### config.mk
export PLATFORM = sky130hd
export DESIGN_NAME = wots_chain_lengths
export DESIGN_NICKNAME = d
export VERILOG_FILES = /design/src/rtl/wots_chain_lengths_pkg.sv /design/src/rtl/wots_chain_lengths.sv
export SDC_FILE = /design/constraint.sdc
export NUM_CORES = 1
export LEC_CHECK = 0
export BUFFER_PORTS_ARGS = -buffer_cell sky130_fd_sc_hd__buf_2
export CORE_MARGIN = 4
export CORE_UTILIZATION = 55
export CTS_CLUSTER_SIZE = 25
export DETAILED_ROUTE_END_ITERATION = 10
export PLACE_DENSITY = 0.79
export SYNTH_ARGS = -nofsm -noshare
export SYNTH_HDL_FRONTEND = slang
export SYNTH_SLANG_ARGS = --single-unit
### constraint.sdc
create_clock -name clk -period 5.52 [get_ports clk]
set_clock_uncertainty 0.05 [all_clocks]
set_input_delay 0.552 -clock clk [delete_from_list [all_inputs] [get_ports clk]]
set_output_delay 0.552 -clock clk [all_outputs]
set_load 0.03 [all_outputs]
### src/rtl/wots_chain_lengths_pkg.sv
`timescale 1ns/1ps
`default_nettype none
// ============================================================================
//  Module   : wots_chain_lengths_pkg
//  Brief    : Shared WOTS parameters, mode encodings and FSM state encodings
//             used by the WOTS chain blocks.
//  Revision : 1.0 - initial release
// ============================================================================
package wots_chain_lengths_pkg;

    // Winternitz parameter and digit width (only w = 16 is supported)
    localparam int WOTS_W_DFLT     = 16;
    localparam int WOTS_LOG_W_DFLT = 4;

    // Chain counts: message digits, checksum digits, total chains
    localparam int LEN1 = 64;
    localparam int LEN2 = 3;
    localparam int LEN  = LEN1 + LEN2;

    // Checksum register width; the largest checksum is 64 * 15 = 960
    localparam int CSUM_W = 12;

    // Operation modes
    typedef logic [1:0] mode_t;
    localparam mode_t MODE_PKGEN  = 2'd0;
    localparam mode_t MODE_SIGN   = 2'd1;
    localparam mode_t MODE_VERIFY = 2'd2;
    localparam mode_t MODE_RSVD   = 2'd3;

    // Controller states
    typedef logic [1:0] state_t;
    localparam state_t ST_IDLE = 2'd0;
    localparam state_t ST_MSG  = 2'd1;
    localparam state_t ST_CSUM = 2'd2;
    localparam state_t ST_FIN  = 2'd3;

endpackage : wots_chain_lengths_pkg
`default_nettype wire

### src/rtl/wots_chain_lengths.sv
`timescale 1ns/1ps
`default_nettype none
// ============================================================================
//  Module   : wots_chain_lengths
//  Brief    : Walks the 67 WOTS chains of one digest and emits one registered
//             chain descriptor (start/end step, skip, raw digit) per chain,
//             computing the base-w checksum on the fly.
//  Revision : 1.0 - initial release
// ============================================================================
module wots_chain_lengths
    import wots_chain_lengths_pkg::*;
#(
    parameter int WOTS_W     = WOTS_W_DFLT,
    parameter int WOTS_LOG_W = $clog2(WOTS_W),
    parameter int KEY_LEN    = 256
) (
    input  logic                  clk,
    input  logic                  reset,
    input  logic                  start,
    input  logic [1:0]            mode,
    input  logic [KEY_LEN-1:0]    msg,
    output logic                  busy,
    output logic                  out_valid,
    input  logic                  out_ready,
    output logic [6:0]            chain_idx,
    output logic [WOTS_LOG_W-1:0] start_step,
    output logic [WOTS_LOG_W-1:0] end_step,
    output logic                  skip,
    output logic [WOTS_LOG_W-1:0] digit,
    output logic                  done
);

    localparam logic [WOTS_LOG_W-1:0] STEP_LAST = WOTS_LOG_W'(WOTS_W - 2);
    localparam logic [WOTS_LOG_W-1:0] DIGIT_MAX = WOTS_LOG_W'(WOTS_W - 1);

    state_t                  r_state;
    state_t                  w_state_next;
    logic [KEY_LEN-1:0]      r_msg;
    mode_t                   r_mode;
    logic [CSUM_W-1:0]       r_csum;

    logic [KEY_LEN-1:0]      w_src_msg;
    mode_t                   w_src_mode;
    logic [CSUM_W-1:0]       w_csum_upd;
    logic                    w_accept;
    logic                    w_hs;
    logic                    w_last_hs;
    logic                    w_load;
    logic [6:0]              w_next_idx;
    logic [WOTS_LOG_W-1:0]   w_next_digit;
    logic [WOTS_LOG_W-1:0]   w_next_start;
    logic [WOTS_LOG_W-1:0]   w_next_end;
    logic                    w_next_skip;

    assign w_accept  = (r_state == ST_IDLE) && start;
    assign w_hs      = out_valid && out_ready;
    assign w_last_hs = w_hs && (chain_idx == 7'(LEN - 1));
    assign w_load    = w_accept || (w_hs && !w_last_hs);

    // State register
    always_ff @(posedge clk or negedge reset) begin
        if (!reset) begin
            r_state <= ST_IDLE;
        end else begin
            r_state <= w_state_next;
        end
    end

    // Next-state logic: starts are only honoured in IDLE
    always_comb begin
        w_state_next = r_state;
        case (r_state)
            ST_IDLE: if (start) w_state_next = ST_MSG;
            ST_MSG:  if (w_hs && (chain_idx == 7'(LEN1 - 1))) w_state_next = ST_CSUM;
            ST_CSUM: if (w_last_hs) w_state_next = ST_FIN;
            ST_FIN:  w_state_next = ST_IDLE;
            default: w_state_next = ST_IDLE;
        endcase
    end

    // State-decoded outputs: busy covers descriptor emission, done is the FIN pulse
    always_comb begin
        busy = (r_state == ST_MSG) || (r_state == ST_CSUM);
        done = (r_state == ST_FIN);
    end

    // Checksum including the digit being handed off this cycle (15 - d == ~d)
    always_comb begin
        w_csum_upd = r_csum;
        if ((r_state == ST_MSG) && w_hs) begin
            w_csum_upd = r_csum + {{(CSUM_W - WOTS_LOG_W){1'b0}}, ~digit};
        end
    end

    // Select the digit for the next descriptor; on acceptance read the inputs directly
    always_comb begin
        w_src_msg    = (r_state == ST_IDLE) ? msg  : r_msg;
        w_src_mode   = (r_state == ST_IDLE) ? mode : r_mode;
        w_next_idx   = (r_state == ST_IDLE) ? 7'd0 : chain_idx + 7'd1;
        w_next_digit = '0;
        for (int i = 0; i < LEN1; i++) begin
            if (w_next_idx == 7'(i)) begin
                w_next_digit = w_src_msg[KEY_LEN-1-WOTS_LOG_W*i -: WOTS_LOG_W];
            end
        end
        if (w_next_idx == 7'(LEN1)) begin
            w_next_digit = w_csum_upd[CSUM_W-1 -: WOTS_LOG_W];
        end
        if (w_next_idx == 7'(LEN1 + 1)) begin
            w_next_digit = w_csum_upd[CSUM_W-1-WOTS_LOG_W -: WOTS_LOG_W];
        end
        if (w_next_idx == 7'(LEN1 + 2)) begin
            w_next_digit = w_csum_upd[WOTS_LOG_W-1:0];
        end
    end

    // Map the digit to chain step range by mode; reserved mode behaves as PKGEN
    always_comb begin
        w_next_start = '0;
        w_next_end   = STEP_LAST;
        w_next_skip  = 1'b0;
        case (w_src_mode)
            MODE_SIGN: begin
                w_next_end  = w_next_digit - WOTS_LOG_W'(1);
                w_next_skip = (w_next_digit == '0);
            end
            MODE_VERIFY: begin
                w_next_start = w_next_digit;
                w_next_skip  = (w_next_digit == DIGIT_MAX);
            end
            default: begin
                w_next_start = '0;
            end
        endcase
    end

    // Datapath and descriptor registers; descriptor holds until handshaken
    always_ff @(posedge clk or negedge reset) begin
        if (!reset) begin
            r_msg      <= '0;
            r_mode     <= MODE_PKGEN;
            r_csum     <= '0;
            out_valid  <= 1'b0;
            chain_idx  <= '0;
            start_step <= '0;
            end_step   <= '0;
            skip       <= 1'b0;
            digit      <= '0;
        end else begin
            if (w_accept) begin
                r_msg  <= msg;
                r_mode <= mode;
                r_csum <= '0;
            end else begin
                r_csum <= w_csum_upd;
            end
            if (w_load) begin
                out_valid  <= 1'b1;
                chain_idx  <= w_next_idx;
                start_step <= w_next_start;
                end_step   <= w_next_end;
                skip       <= w_next_skip;
                digit      <= w_next_digit;
            end else if (w_last_hs) begin
                out_valid  <= 1'b0;
            end
        end
    end

endmodule : wots_chain_lengths
`default_nettype wire

## Word-level counts from Yosys, hierarchy flattened

Cells that the tools add are included.

| operators by class | value |
|---|---|
| $add $sub $neg | 3 |
| equality and inequality tests | 77 |
| muxes and demuxes | 81 |
| bitwise logic cells | 1 |
| reductions and logical operators | 14 |

Operators by type and width:

| kind | count |
|---|---|
| $mux 4 | 69 |
| $mux 256 | 1 |
| $eq 7x6->1 const B | 33 |
| $eq 7x5->1 const B | 16 |
| $eq 7x4->1 const B | 8 |
| $eq 7x3->1 const B | 4 |
| $eq 7x7->1 const B | 4 |
| $mux 12 | 2 |
| $eq 7x2->1 const B | 2 |
| $add 12x4->12 | 1 |
| $mux 2 | 4 |
| $pmux 2 s4 | 1 |
| $add 7x1->7 const B | 1 |
| $eq 7x1->1 const B | 1 |
| $logic_not 7->1 | 1 |
| $mux 7 | 1 |
| $eq 2x2->1 const B | 3 |
| $logic_and 1x1->1 | 6 |
| $ne 2x2->1 const B | 3 |
| $eq 2x1->1 const B | 2 |
| $eq 4x4->1 const B | 1 |
| $logic_not 4->1 | 1 |
| $not 4->4 | 1 |
| $sub 4x1->4 const B | 1 |
| other kinds (7) | 9 |

| word-level totals | value |
|---|---|
| bits in registers | 293 |
| input port bits | 262 |
| output and inout port bits | 23 |
| logic and storage cells | 186 |

## Depth between registers and ports, before layout

| logic depth | value |
|---|---|
| depth in word-level cells | 72 |
| depth in mapped cells | 21 |
| depth with buffers taken out | 15 |

## Worst setup path before layout

Ideal clock, no wire load.

| timing path | value |
|---|---|
| path type | reg-to-reg |
| start | register chain_idx[0] |
| end | register skip |
| library setup time | 104 ps |
| arrival | 4284 ps |
| data required time | 5366 ps |
| slack | 1082 ps |
| cell stages (with the launch flop) | 19 |
| path buffers | 5 |
| clock period less this slack | 4438 ps |
| path through | dfrtp_1 -> buf_6 -> buf_6 -> buf_2 -> inv_1 -> buf_1 -> ha_1 -> buf_4 -> nor4b_1 -> a31oi_1 -> or2_2 -> a41o_1 -> a2111o_1 -> a222oi_1 -> o211ai_1 -> a31oi_1 -> a221oi_2 -> or4b_1 -> o311ai_1 |

| on the way | value |
|---|---|
| word-level cells in the longest chain between the ends | 72 |
| elaborated cells on any way between the ends | 144 |
| classes of those cells | add/sub (1); eq/ne (68); mux (69); reduce/logical (6) |

Ends and longest elaborated chain:

| element | RTL line | text |
|---|---|---|
| from (decl) | wots_chain_lengths.sv:25 | `output logic [6:0] chain_idx,` |
| from (signal assigned) | wots_chain_lengths.sv:159 | `chain_idx <= w_next_idx;` |
| $add 7x1->7 | wots_chain_lengths.sv:99 | `w_next_idx = (r_state == ST_IDLE) ? 7'd0 : chain_idx + 7'd1;` |
| $mux 7 | wots_chain_lengths.sv:99 |  |
| $logic_not 7->1 | wots_chain_lengths.sv:102 | `if (w_next_idx == 7'(i)) begin` |
| $mux 4 (64 in series) | wots_chain_lengths.sv:102 |  |
| $mux 4 | wots_chain_lengths.sv:106 | `if (w_next_idx == 7'(LEN1)) begin` |
| $mux 4 | wots_chain_lengths.sv:109 | `if (w_next_idx == 7'(LEN1 + 1)) begin` |
| $mux 4 | wots_chain_lengths.sv:112 | `if (w_next_idx == 7'(LEN1 + 2)) begin` |
| $eq 4x4->1 or $logic_not 4->1 (tied branches) | wots_chain_lengths.sv:129, wots_chain_lengths.sv:125 |  |
| $pmux 1 s2 | wots_chain_lengths.sv:122 | `case (w_src_mode)` |
| to (signal assigned) | wots_chain_lengths.sv:162 | `skip <= w_next_skip;` |
| to (decl) | wots_chain_lengths.sv:28 | `output logic skip,` |

Several ways; a longest one is shown, not always the timed one.
A chain may end at the register's enable or synchronous reset.

## Worst setup path in the final report

| timing path | value |
|---|---|
| start | register chain_idx[1] |
| end | register skip |

The elaborated chain is that of the path after synthesis.

==> results.py <==
metrics = {
    "status": {
        "status": "finished clean",
    },
    "yosys": {
        "synth_edf_count": 0,
        "synthAdderAreaFrac_pct": 1.049,
        "syn_avg_cell_area_sq_um": 8.017,
        "ys_warn_count": 0,
        "ys_types": 100,
        "async_flop_share_pct": 100.0,
        "synth_xor_area_share_pct": 0.8563,
        "ys.flop_type": "dfrtp_1",
        "synth_area_leaders": "dfrtp_1 (45%), nand2_1 (20%), a21oi_1 (2.7%)",
        "syn-num-nets": 2298,
        "syn-instance-count": 2023,
        "ys_ff_latch": 293,
        "synth_area_sq_um": 16220,
        "synth_top_area_share_pct": 45.21,
        "synth-compound-area-share_pct": 18.59,
        "synth_top_family_by_area": "simple AND/OR/NAND/NOR gates",
        "synthSimpleGateAreaFrac_pct": 27.46,
        "muxShareOfSynthArea_pct": 2.345,
        "yosysSeqAreaShare_pct": 45.21,
        "yosys.area.top_type": "dfrtp_1",
    },
    "setup_path": {
        "reg2reg_slack_ns": 0.04,
        "reg2reg_to": "skip",
        "cp-end-kind": "flip-flop",
        "required_ns": 5.94,
        "startpoint": "chain_idx[1]",
        "worst_path_most_repeated_cell": "nor2_1",
        "cp_max_fo": 16,
        "path_cells": "ha_1 -> nor2_1 -> o21ai_1 -> nor2_1 -> a2111o_1 -> a222oi_1 -> o211ai_1 -> a31oi_1 -> a221oi_2 -> or4b_1 -> o311ai_1",
        "crit_type": "flip-flop to flip-flop",
        "start_kind": "flip-flop",
        "reg2regPathDepth": 11,
        "max_stage_delay_ns": 1.18,
        "timing.rr.start": "chain_idx[1]",
        "cpMaxStageDelayCell": "o21ai_1",
        "endpoint": "skip",
        "worstPathArrival_ns": 5.90,
    },
    "clocking": {
        "numCtsBuffers": 30,
        "cts_root_buf": "clkbuf_16",
        "clkSlewWorstSetupHoldPaths_ns": 0.07,
        "cts-resized-gates": 0,
        "cts_sinks": 293,
        "insertion_delay_ns": 0.57,
        "htree_levels": 1,
        "clockBufferDepth": 3,
        "cts_tree": "built",
    },
    "grt": {
        "grt_max_degree": 160,
        "grt_pass1_vias": 16240,
        "gr-total-overflow": 0,
        "antenna_found_initial": 1,
        "grt_usage_pct": 38.70,
        "grt_pass1_wl_mm": 98.49,
    },
    "detailed_routing": {
        "drtAntennaViolNets": 0,
        "via_per_inst": 6.279,
        "drt_first_pass_iters": 6,
        "drtIter0Drc": 2390,
        "avgRoutedWirePerCell_um": 24.22,
        "via_count": 16810,
        "totalWireLength_mm": 64.85,
        "drcViolationCount": 0,
    },
    "hold_path": {
        "worst_hold_path_type": "input pin to flip-flop",
    },
    "final_layout": {
        "stdcell_count": 2677,
        "seq_area_sq_um": 7336,
        "n_fill_cell": 2404,
        "multiInputGateArea_sq_um": 8187,
        "final_nets": 2546,
        "syn_to_final_growth_pct": 17.36,
        "final_cell_mix": "nand2_1 (858), dfrtp_1 (292), buf_2 (283), nor2_1 (99), a21oi_1 (88)",
        "antenna_cells": 0,
        "drive_gt1_share_pct": 20.15,
        "final_common_cell": "nand2_1",
    },
    "timing": {
        "drv_slew": 0,
        "fin_hold_ws_ns": 0.1204,
        "fin_crit_sh_pct": 99.27,
        "hold_viol_final": 0,
        "rsz0062_at_grt": "false",
        "fin_setup_tns_ns": 0,
        "slew_headroom_pct": 3.258,
        "tightest_slew_ns": 1.441,
        "setup_violations": 0,
        "fin_ws_ns": 0.04047,
        "finalCriticalPeriod_ns": 5.480,
        "max_freq_ghz": 0.1825,
    },
    "power_and_ir_drop": {
        "switching_share_pct": 49.51,
        "power_mw": 13.16,
        "max-vdd-ir-drop_mv": 0.3826,
        "powerDensity_nw_per_um2": 691.5,
        "intPower_mw": 6.645,
        "comb_power_share_pct": 53.8,
        "p_sw_mw": 6.517,
        "clockPowerShare_pct": 16.0,
        "seqPwrFrac_pct": 30.2,
        "leakage_nw": 9.539,
    },
    "floorplan": {
        "start_util_pct": 56.05,
        "die_height_um": 179.7,
        "core-area_sq_um": 28940,
        "fp.dieW_um": 179.7,
        "ios": 285,
        "rows": 62,
        "die-area_sq_um": 32300,
    },
    "place": {
        "io_buffers": 284,
        "placed_cells_incl_taps": 2622,
        "pre_cts_slack_ns": 0.3634,
        "gp_congestion": 1.017,
        "dp_hpwl_mm": 48.06,
    },
    "run": {
        "drv_cap": 0,
    },
}
## cells in the mapped netlist, types with 9 or more instances
library cell  count
a21oi_1          88
a211oi_1          9
mux2i_1          20
mux2_2           13
o21ai_0          74
nor3_1           20
buf_1            14
dfrtp_1         293
xnor2_1          14
o211ai_1         22
buf_2            29
buf_4             9
nand3_1          31
nor2_1           99
a32oi_1          12
a22oi_1          15
nand2_1         859
inv_1            25
a221oi_1         12
nor2b_1          11
o22ai_1          21
clkbuf_1         70
ha_1             12
a31oi_1          19
nand2b_1         12
a22o_1           11
## state kept, by name, indices dropped and copies added (netlist names)
name and flops:
chain_idx 7, digit 4, end_step 4, out_valid 1, r_csum 12, r_mode 2, r_msg 256, r_state 2
skip 1, start_step 4
## area by class of cell
class                      count  share of cell area (%)
clock buffer                  40                   4.464
timing repair buffer         347                   10.08
multi-input combinational   1572                   43.01
clock inverter                14                  0.8414
tap                          384                   2.524
sequential                   293                   38.54
inverter                      27                  0.5325
## power groups by stage
stage / Clock, mW / Combinational [mW] / Sequential (mW)
floorplan: 0 / 4.45 / 3.65
global placement: 0 / 6.70 / 3.92
detailed placement: 0 / 6.80 / 3.95
CTS: 2.11 / 6.85 / 3.93
global route: 2.21 / 7.53 / 4.04
finish: 2.11 / 7.08 / 3.98
## repair_timing
item | 4_1_cts | 5_1_grt
hold buffers | 1 | 0
setup buffers | 0 | 0
hold endpoints to repair | 76 | 0
setup endpoints to repair | 0 | 0
## critical path, delay by kind of cell (launching register included)
kind | cells | cell delay, ns
AO/OA/AOI/OAI | 7 | 3.07
AND/OR/NAND/NOR | 3 | 0.97
flip-flops | 1 | 0.61
adder cells (fa/ha/maj) | 1 | 0.67
## metal layers
metal	wire length, um	vias up	track usage (%)
li1	-	7384	-
met1	26590	8077	56.52
met2	28750	1159	59.21
met3	7120	189	7.478
met4	2385	0	11.55
met5	0	-	0
## per-stage QoR
stage	cell area, sq um	utilization (%)
2_1_floorplan	16220	-
3_3_place_gp	18010	62.25
3_5_place_dp	18010	62.25
4_1_cts	19030	65.78
5_1_grt	19030	65.78
6_report	19030	65.78
## logic make-up (layout without fill, tap and decap cells)
logic type,after synthesis,after routing
buffers and inverters,158,428
XOR/XNOR,15,15
AO/OA/AOI/OAI,416,416
flip-flops,293,293
multiplexers,35,35
AND/OR/NAND/NOR,1093,1093
adder cells (fa/ha/maj),13,13
## worst min path at each step
stage	from	endpoint	slack (ns)	cells past startpoint
global route	msg[5]	r_msg[5]	0.12	3
CTS	msg[53]	r_msg[53]	0.11	3
finish	msg[237]	r_msg[237]	0.12	3
global placement	r_msg[254]	r_msg[254]	0.40	2
floorplan	reset	chain_idx[0]	0.21	0
detailed placement	r_msg[109]	r_msg[109]	0.41	2
No activity file was read; power rests on OpenSTA's default activity.
